$ cat src/rtl/fetch_unit.sv
// ---------------------------------------------------------------------------
// fetch_unit -- single-issue instruction fetch stage with IF/ID register.
//
// Holds a 7-bit word PC, presents it combinationally to instruction memory,
// and registers the returned word together with its address for decode.
// Jumps (opcode 6'b000010, target in bits[6:0]) are resolved in this stage
// with no bubble. Downstream branches redirect the PC and flush IF/ID.
//
// Optional feature (macro FETCH_HALT_DETECT_EN): a jump to its own address
// stops fetch and raises halted until reset or a taken branch. Without the
// macro, halted is constant 0 and a self-jump simply refetches forever.
//
// Ports:
//   clk          in   rising-edge clock
//   reset_n      in   asynchronous active-low reset
//   imem_addr    out  [6:0]  word address to instruction memory (= PC)
//   imem_instr   in   [31:0] instruction word for imem_addr
//   stall        in   hold PC and IF/ID register
//   br_taken     in   redirect to br_target and flush IF/ID
//   br_target    in   [6:0]  branch destination word address
//   if_instr     out  [31:0] registered instruction to decode
//   if_pc        out  [6:0]  registered address of if_instr
//   if_pc_plus1  out  [6:0]  registered if_pc + 1 (mod 128)
//   if_valid     out  if_instr is a real fetched instruction
//   halted       out  fetch stopped on self-jump
// ---------------------------------------------------------------------------
module fetch_unit (
    input  logic        clk,
    input  logic        reset_n,
    output logic [6:0]  imem_addr,
    input  logic [31:0] imem_instr,
    input  logic        stall,
    input  logic        br_taken,
    input  logic [6:0]  br_target,
    output logic [31:0] if_instr,
    output logic [6:0]  if_pc,
    output logic [6:0]  if_pc_plus1,
    output logic        if_valid,
    output logic        halted
);

    localparam logic [5:0] OP_JUMP = 6'b000010;

    logic [6:0]  pc;
    logic [6:0]  pc_nxt;
    logic [6:0]  pc_inc;
    logic [6:0]  jump_target;
    logic        is_jump;
    logic [31:0] instr_nxt;
    logic [6:0]  ifpc_nxt;
    logic [6:0]  ifpc1_nxt;
    logic        valid_nxt;
    logic        halt_now;

    // Address bits between opcode and target carry no meaning for fetch.
    logic        unused_instr_bits;
    assign unused_instr_bits = ^imem_instr[25:7];

    assign imem_addr   = pc;
    assign pc_inc      = pc + 7'd1;
    assign is_jump     = (imem_instr[31:26] == OP_JUMP);
    assign jump_target = imem_instr[6:0];

`ifdef FETCH_HALT_DETECT_EN
    typedef enum logic {
        S_RUN,
        S_HALT
    } fetch_state_t;

    fetch_state_t state;
    fetch_state_t state_nxt;

    always_ff @(posedge clk or negedge reset_n) begin
        if (!reset_n) begin
            state <= S_RUN;
        end else begin
            state <= state_nxt;
        end
    end

    assign halt_now = (state == S_HALT);
`else
    assign halt_now = 1'b0;
`endif

    assign halted = halt_now;

    // Priority: br_taken > halted > stall > jump > sequential.
    always_comb begin
        pc_nxt    = pc;
        instr_nxt = if_instr;
        ifpc_nxt  = if_pc;
        ifpc1_nxt = if_pc_plus1;
        valid_nxt = if_valid;
`ifdef FETCH_HALT_DETECT_EN
        state_nxt = state;
`endif
        if (br_taken) begin
            // Flush IF/ID but keep its address fields.
            pc_nxt    = br_target;
            instr_nxt = '0;
            valid_nxt = 1'b0;
`ifdef FETCH_HALT_DETECT_EN
            state_nxt = S_RUN;
`endif
        end else if (halt_now) begin
            instr_nxt = '0;
            valid_nxt = 1'b0;
        end else if (!stall) begin
            instr_nxt = imem_instr;
            ifpc_nxt  = pc;
            ifpc1_nxt = pc_inc;
            valid_nxt = 1'b1;
            if (is_jump) begin
                pc_nxt = jump_target;
`ifdef FETCH_HALT_DETECT_EN
                if (jump_target == pc) begin
                    state_nxt = S_HALT;
                end
`endif
            end else begin
                pc_nxt = pc_inc;
            end
        end
    end

    always_ff @(posedge clk or negedge reset_n) begin
        if (!reset_n) begin
            pc          <= '0;
            if_instr    <= '0;
            if_pc       <= '0;
            if_pc_plus1 <= '0;
            if_valid    <= 1'b0;
        end else begin
            pc          <= pc_nxt;
            if_instr    <= instr_nxt;
            if_pc       <= ifpc_nxt;
            if_pc_plus1 <= ifpc1_nxt;
            if_valid    <= valid_nxt;
        end
    end

endmodule

$ cat config.mk
export PLATFORM = sky130hd
export DESIGN_NAME = fetch_unit
export DESIGN_NICKNAME = d
export VERILOG_FILES = /design/src/rtl/fetch_unit.sv
export SDC_FILE = /design/constraint.sdc
export NUM_CORES = 1
export LEC_CHECK = 0
export CORE_UTILIZATION = 30
export DETAILED_ROUTE_END_ITERATION = 12
export GPL_ROUTABILITY_DRIVEN = 1
export SLEW_MARGIN = 20
export SYNTH_ARGS = -nofsm -noshare
export SYNTH_HDL_FRONTEND = slang
export SYNTH_SLANG_ARGS = --single-unit
$ cat constraint.sdc
create_clock -name clk -period 2.3 [get_ports clk]
set_input_delay 0.46 -clock clk [delete_from_list [all_inputs] [get_ports clk]]
set_output_delay 0.46 -clock clk [all_outputs]
set_load 0.03 [all_outputs]
==> flow_metrics.tcl, run 1 <==
set metrics [dict create \
    io_buffers 96 \
    drc 0 \
    initial_core_util_pct 31.6 \
    r2r_end "imem_addr[2]" \
    clkSinkCount 54 \
    crit_required_ps 2480 \
    crit_arrival_ps 2350 \
    setup_viol 0 \
    synthFlopType "dfrtp_1" \
    cts_buffers 5 \
    syn-instance-count 215 \
    p_leak_nw 1.58 \
    crit_path_max_fanout 6 \
    synth_warnings 0 \
    worstMarginPinSlew_ps 699 \
    grt_overflow 0 \
    rows 31 \
    insertion_delay_ps 300 \
    fillers 700 \
    die_h_microns 90.4 \
    synth.avg_cell_area_sq_um 10.9 \
    dp_slack_ps -201 \
    cts_repair_resize_count 0 \
    die_x_microns 90.4 \
    timing.final.crit_share_pct 94.2 \
    syn_nets 259 \
    totalWireLength_mm 5.70 \
    rsz0062_at_grt "no" \
    seq_area_frac_synth_pct 57.7 \
    async_reset_ff_share_pct 100 \
    grt_max_degree 55 \
    drive_above_1_share_pct 7.74 \
    syn_area_sq_um 2340 \
    cts_tree "yes" \
    hold_ws_ps 281 \
    cts_root_buffer "clkbuf_8" \
    path_class "in -> reg" \
    wl_per_cell_microns 13.9 \
    core-area_sq_um 7410 \
    timing.fmax_mhz 461 \
    place_area_sq_um 3400 \
    maxCapViolCount 0 \
    final_common_cell "clkdlybuf4s50_1" \
    multiInputGateArea_sq_um 913 \
    setup_tns_ps 0 \
    slew_headroom_pct 53.4 \
    routed_via_density 4.56 \
    skew_ps 9.44 \
    grt_pass1_vias 1896 \
    hp-class "in -> async" \
    htree_levels 2 \
    hold_violations 0 \
    syn2layout_area_growth_pct 48.4 \
    vias 1866 \
    p_total_mw 2.31 \
    gp_congestion 0.761 \
    finalMaxSlewViolations 0 \
    cts_hold_buf 0 \
    rr_worst_depth 4 \
    ir_drop_v 0.000249 \
    track_usage_pct 14.4 \
    final_area_sq_um 3480 \
    worstSetupStartpointType "input port" \
    postCtsSetupRepairBufs 0 \
    synth-edff-count 0 \
    antenna_found_initial 0 \
    ant_nets 0 \
    ys_types 26 \
    regArea_sq_um 1350 \
    cts.path.max_buffers 2 \
    r2r_setup_slack_ps 820 \
    layout_common_cells "clkdlybuf4s50_1, dfrtp_1, nor2_1, mux2i_1, nand2_1" \
    hpwl_mm 4.13 \
    dieArea_sq_um 8170 \
    antenna_cells 0 \
    ys_seq_elements 54 \
    layout.nets 354 \
    end_kind "register" \
    path_clk_slew_ps 90 \
    post-route-min-period_ps 2170 \
    power_density_nw_per_um2 663 \
    drt_iter0_markers 52 \
    worstReg2RegStart "imem_addr[0]" \
    ioPinCount 98 \
    grt_pass1_wl_mm 9.45 \
    drt_pass1_iterations 4 \
    timing.final.ws_setup_ps 133 \
    status "finished, final reports clean" \
]
[Yosys cell counts (3+ instances only)]
cell	n	share of area, %
buf_1	4	0.64
o21a_1	4	1.3
mux2_2	7	3.4
nand3_1	3	0.64
nor3_1	7	1.5
mux2i_1	35	15
nand2_1	15	2.4
inv_1	3	0.48
a21oi_1	7	1.5
clkbuf_1	9	1.4
dfrtp_1	54	58
nor2_1	43	6.9
o21ai_0	9	1.9
[per-stage QoR]
| stage | utilization (%) | instances |
|---|---|---|
| CTS | 47.0 | 409 |
| floorplan | - | 215 |
| finish | 47.0 | 409 |
| global route | 47.0 | 409 |
| global placement | 45.9 | 402 |
| detailed placement | 45.9 | 402 |
[report_power, final]
part	internal, mW	switching (mW)	leakage (nW)	total, mW
Combinational	0.320	0.374	0.857	0.694
Sequential	1.04	0.0668	0.688	1.11
Clock	0.210	0.293	0.0373	0.503
[critical path, cell delays in order]
cell and delay, ps:
clkdlybuf4s50_1 410, or4b_1 540, or3_1 450, mux2i_1 160, a221o_1 330
[per-layer routing]
layer / vias to the layer above / wire length [microns] / global-route usage (%)
li1: 909 / - / -
met1: 883 / 2610 / 18.9
met2: 72 / 2540 / 22.3
met3: 2 / 537 / 5.89
met4: 0 / 18 / 3.23
met5: - / 0 / 0
[how the worst max path moves through the flow]
stage | from | end | slack [ps] | cells past startpoint
6_report | imem_instr[30] | imem_addr[2] | 130 | 5
5_1_grt | imem_instr[29] | imem_addr[1] | 50 | 6
4_1_cts | imem_instr[30] | imem_addr[2] | 110 | 5
3_5_place_dp | imem_instr[30] | imem_addr[2] | -200 | 5
3_3_place_gp | imem_instr[30] | imem_addr[2] | -170 | 5
2_1_floorplan | imem_instr[30] | imem_addr[2] | 310 | 5
[sequential cells by signal, indices dropped and copies added (netlist names)]
name	count
if_pc	7
if_valid	1
if_instr	32
if_pc_plus1	7
imem_addr	7
[kinds of logic after synthesis]
logic type                 count (synthesis)  synth area share, %
and+or+nand+nor                           72                 12.7
DFF                                       54                 57.7
muxes                                     42                 18.3
AOI/OAI and AO/OA                         24                 6.14
buffers and inverters                     18                 3.36
xor gates and xnor gates                   3                 1.12
adders and majority gates                  1                0.534
other                                      1                0.160
[cell type report]
class	count	area share, %
inverters	3	0.324
well taps	99	3.56
repair buffers	103	28.7
flip-flops and latches	54	38.8
clock buffers	6	2.09
multi-input cells	143	26.3
clock inverters	1	0.216
(Power assumes the default switching activity.)
==> run 2: changes to the inputs <==
--- a/config.mk
+++ b/config.mk
@@ -5,9 +5,11 @@
 export SDC_FILE = /design/constraint.sdc
 export NUM_CORES = 1
 export LEC_CHECK = 0
+export CAP_MARGIN = 20
 export CORE_UTILIZATION = 30
 export DETAILED_ROUTE_END_ITERATION = 12
 export GPL_ROUTABILITY_DRIVEN = 1
+export GPL_TIMING_DRIVEN = 1
 export SLEW_MARGIN = 20
 export SYNTH_ARGS = -nofsm -noshare
 export SYNTH_HDL_FRONTEND = slang
==> results of run 2 <==
The final DEF is identical to that of run 1; final timing and power are the same.
==> run 3: changes to the inputs <==
--- a/config.mk
+++ b/config.mk
@@ -8,6 +8,7 @@
 export CAP_MARGIN = 20
 export CORE_UTILIZATION = 30
 export DETAILED_ROUTE_END_ITERATION = 12
+export DONT_BUFFER_PORTS = 1
 export GPL_ROUTABILITY_DRIVEN = 1
 export GPL_TIMING_DRIVEN = 1
 export SLEW_MARGIN = 20
==> flow_metrics.tcl, run 3 (same netlist as run 1, synthesis figures left out) <==
set metrics [dict create \
    crit_chain "or4b_1 -> or3_1 -> mux2i_1 -> a221o_1" \
    syn2layout_area_growth_pct 8.49 \
    final_common_cell "dfrtp_1" \
    timing.final.crit_share_pct 76.0 \
    maxCapViolCount 0 \
    rsz0062_at_grt "no" \
    drt_pass1_iterations 5 \
    r2r_setup_slack_ps 620 \
    gp_congestion 0.677 \
    io_buffers 0 \
    antenna_cells 0 \
    die_h_microns 90.4 \
    setup_viol 0 \
    top_register "if_instr" \
    drt_iter0_markers 93 \
    antenna_found_initial 0 \
    cts_tree "yes" \
    crit_buf_inv 0 \
    cts_hold_buf 2 \
    crit_arrival_ps 1940 \
    insertion_delay_ps 300 \
    final_core_util_pct 34.3 \
    largest_reg_flops 32 \
    totalWireLength_mm 5.09 \
    hold_violations 0 \
    grt_pass1_wl_mm 8.49 \
    hp-class "in -> reg" \
    critPathMaxStageDelay_ps 540 \
    hold_ws_ps 205 \
    clkSinkCount 54 \
    skew_ps 5.95 \
    htree_levels 2 \
    p_total_mw 2.06 \
    post-route-min-period_ps 1750 \
    ir_drop_v 0.000263 \
    grt_most_used_layer "met2" \
    critPathSlowestCell "or4b_1" \
    grt_max_degree 55 \
    worstReg2RegStart "imem_addr[1]" \
    cts_repair_resize_count 0 \
    met1_usage_pct 15.6 \
    rows 31 \
    dieArea_sq_um 8170 \
    track_usage_pct 13.3 \
    end_kind "register" \
    crit_path_end "imem_addr[2]" \
    grt_pass1_vias 1647 \
    cts.path.max_buffers 2 \
    rr_worst_depth 4 \
    r2r_end "imem_addr[2]" \
    crit_family "simple AND/OR/NAND/NOR gates" \
    setup_tns_ps 0 \
    core-area_sq_um 7410 \
    path_class "in -> reg" \
    power_density_nw_per_um2 811 \
    layout_common_cells "dfrtp_1, nor2_1, mux2i_1, nand2_1, o21ai_0" \
    vias 1506 \
    grtUsageMet2_pct 22.5 \
    drive_above_1_share_pct 8.49 \
    finalMaxSlewViolations 0 \
    worstSetupStartpointType "input port" \
    status "finished, final reports clean" \
    wl_per_cell_microns 16.4 \
    initial_core_util_pct 31.6 \
    cp-startpoint "imem_instr[30]" \
    grt_overflow 0 \
    path_clk_slew_ps 100 \
    cts_root_buffer "clkbuf_8" \
    die_x_microns 90.4 \
    layout.nets 255 \
    met3_usage_pct 6.40 \
    ioPinCount 98 \
    postCtsSetupRepairBufs 0 \
    path_depth 4 \
    routed_via_density 4.84 \
    cts_buffers 5 \
    p_leak_nw 1.22 \
    crit_required_ps 2490 \
    hpwl_mm 3.61 \
    timing.fmax_mhz 572 \
    ant_nets 0 \
    drc 0 \
    crit_path_max_fanout 5 \
]
==> run 3: cell types whose count changed in the layout (fill, tap and decap cells not counted), sizes merged <==
cell | before | now
buf | 10 | 3
clkdlybuf4s50 | 93 | 0
clkinv | 0 | 1
clkinvlp | 1 | 0
dlygate4sd3 | 0 | 1
inv | 3 | 4
==> run 3: worst min-delay path by stage <==
stage,start,to,cells past startpoint
floorplan,reset_n,if_instr[0],0
global placement,reset_n,if_instr[8],0
detailed placement,reset_n,if_instr[8],0
CTS,br_taken,if_instr[16],1
global route,br_taken,if_instr[19],1
finish,br_taken,if_instr[16],1
==> run 3: area by class of cell <==
| type | instances | area [sq um] |
|---|---|---|
| multi-input combinational | 143 | 913 |
| tap | 99 | 124 |
| timing repair buffer | 4 | 52.6 |
| sequential | 54 | 1350 |
| clock buffer | 6 | 72.6 |
| fill | 746 | 4870 |
| clock inverter | 2 | 17.5 |
| inverter | 3 | 11.3 |
==> run 3: report_power, final <==
part | switching, mW | internal (mW)
sequential | 0.285 | 1.04
clock | 0.314 | 0.222
combinational | 0.0961 | 0.105
==> run 3: routing by layer <==
layer  vias up  part of all wire, %
met5         -                    0
met4         0                 0.18
met3         2                  8.7
met2        65                   48
met1       723                   43
li1        716                    -
==> run 3: per-stage QoR <==
| step | instances | setup WS [ps] | instance area [sq um] |
|---|---|---|---|
| after CTS | 311 | 563 | 2540 |
| after global routing | 311 | 434 | 2540 |
| after floorplan | 215 | 312 | 2340 |
| after detailed placement | 301 | 240 | 2410 |
| final | 311 | 552 | 2540 |
| after global placement | 301 | 252 | 2410 |
==> run 3: worst register-to-register path, delay by kind of cell (launching register included) <==
family	cells	cell delay, ps
XOR/XNOR	1	170
AO/OA/AOI/OAI	1	330
flip-flops	1	650
multiplexers	1	110
adder cells (fa/ha/maj)	1	310
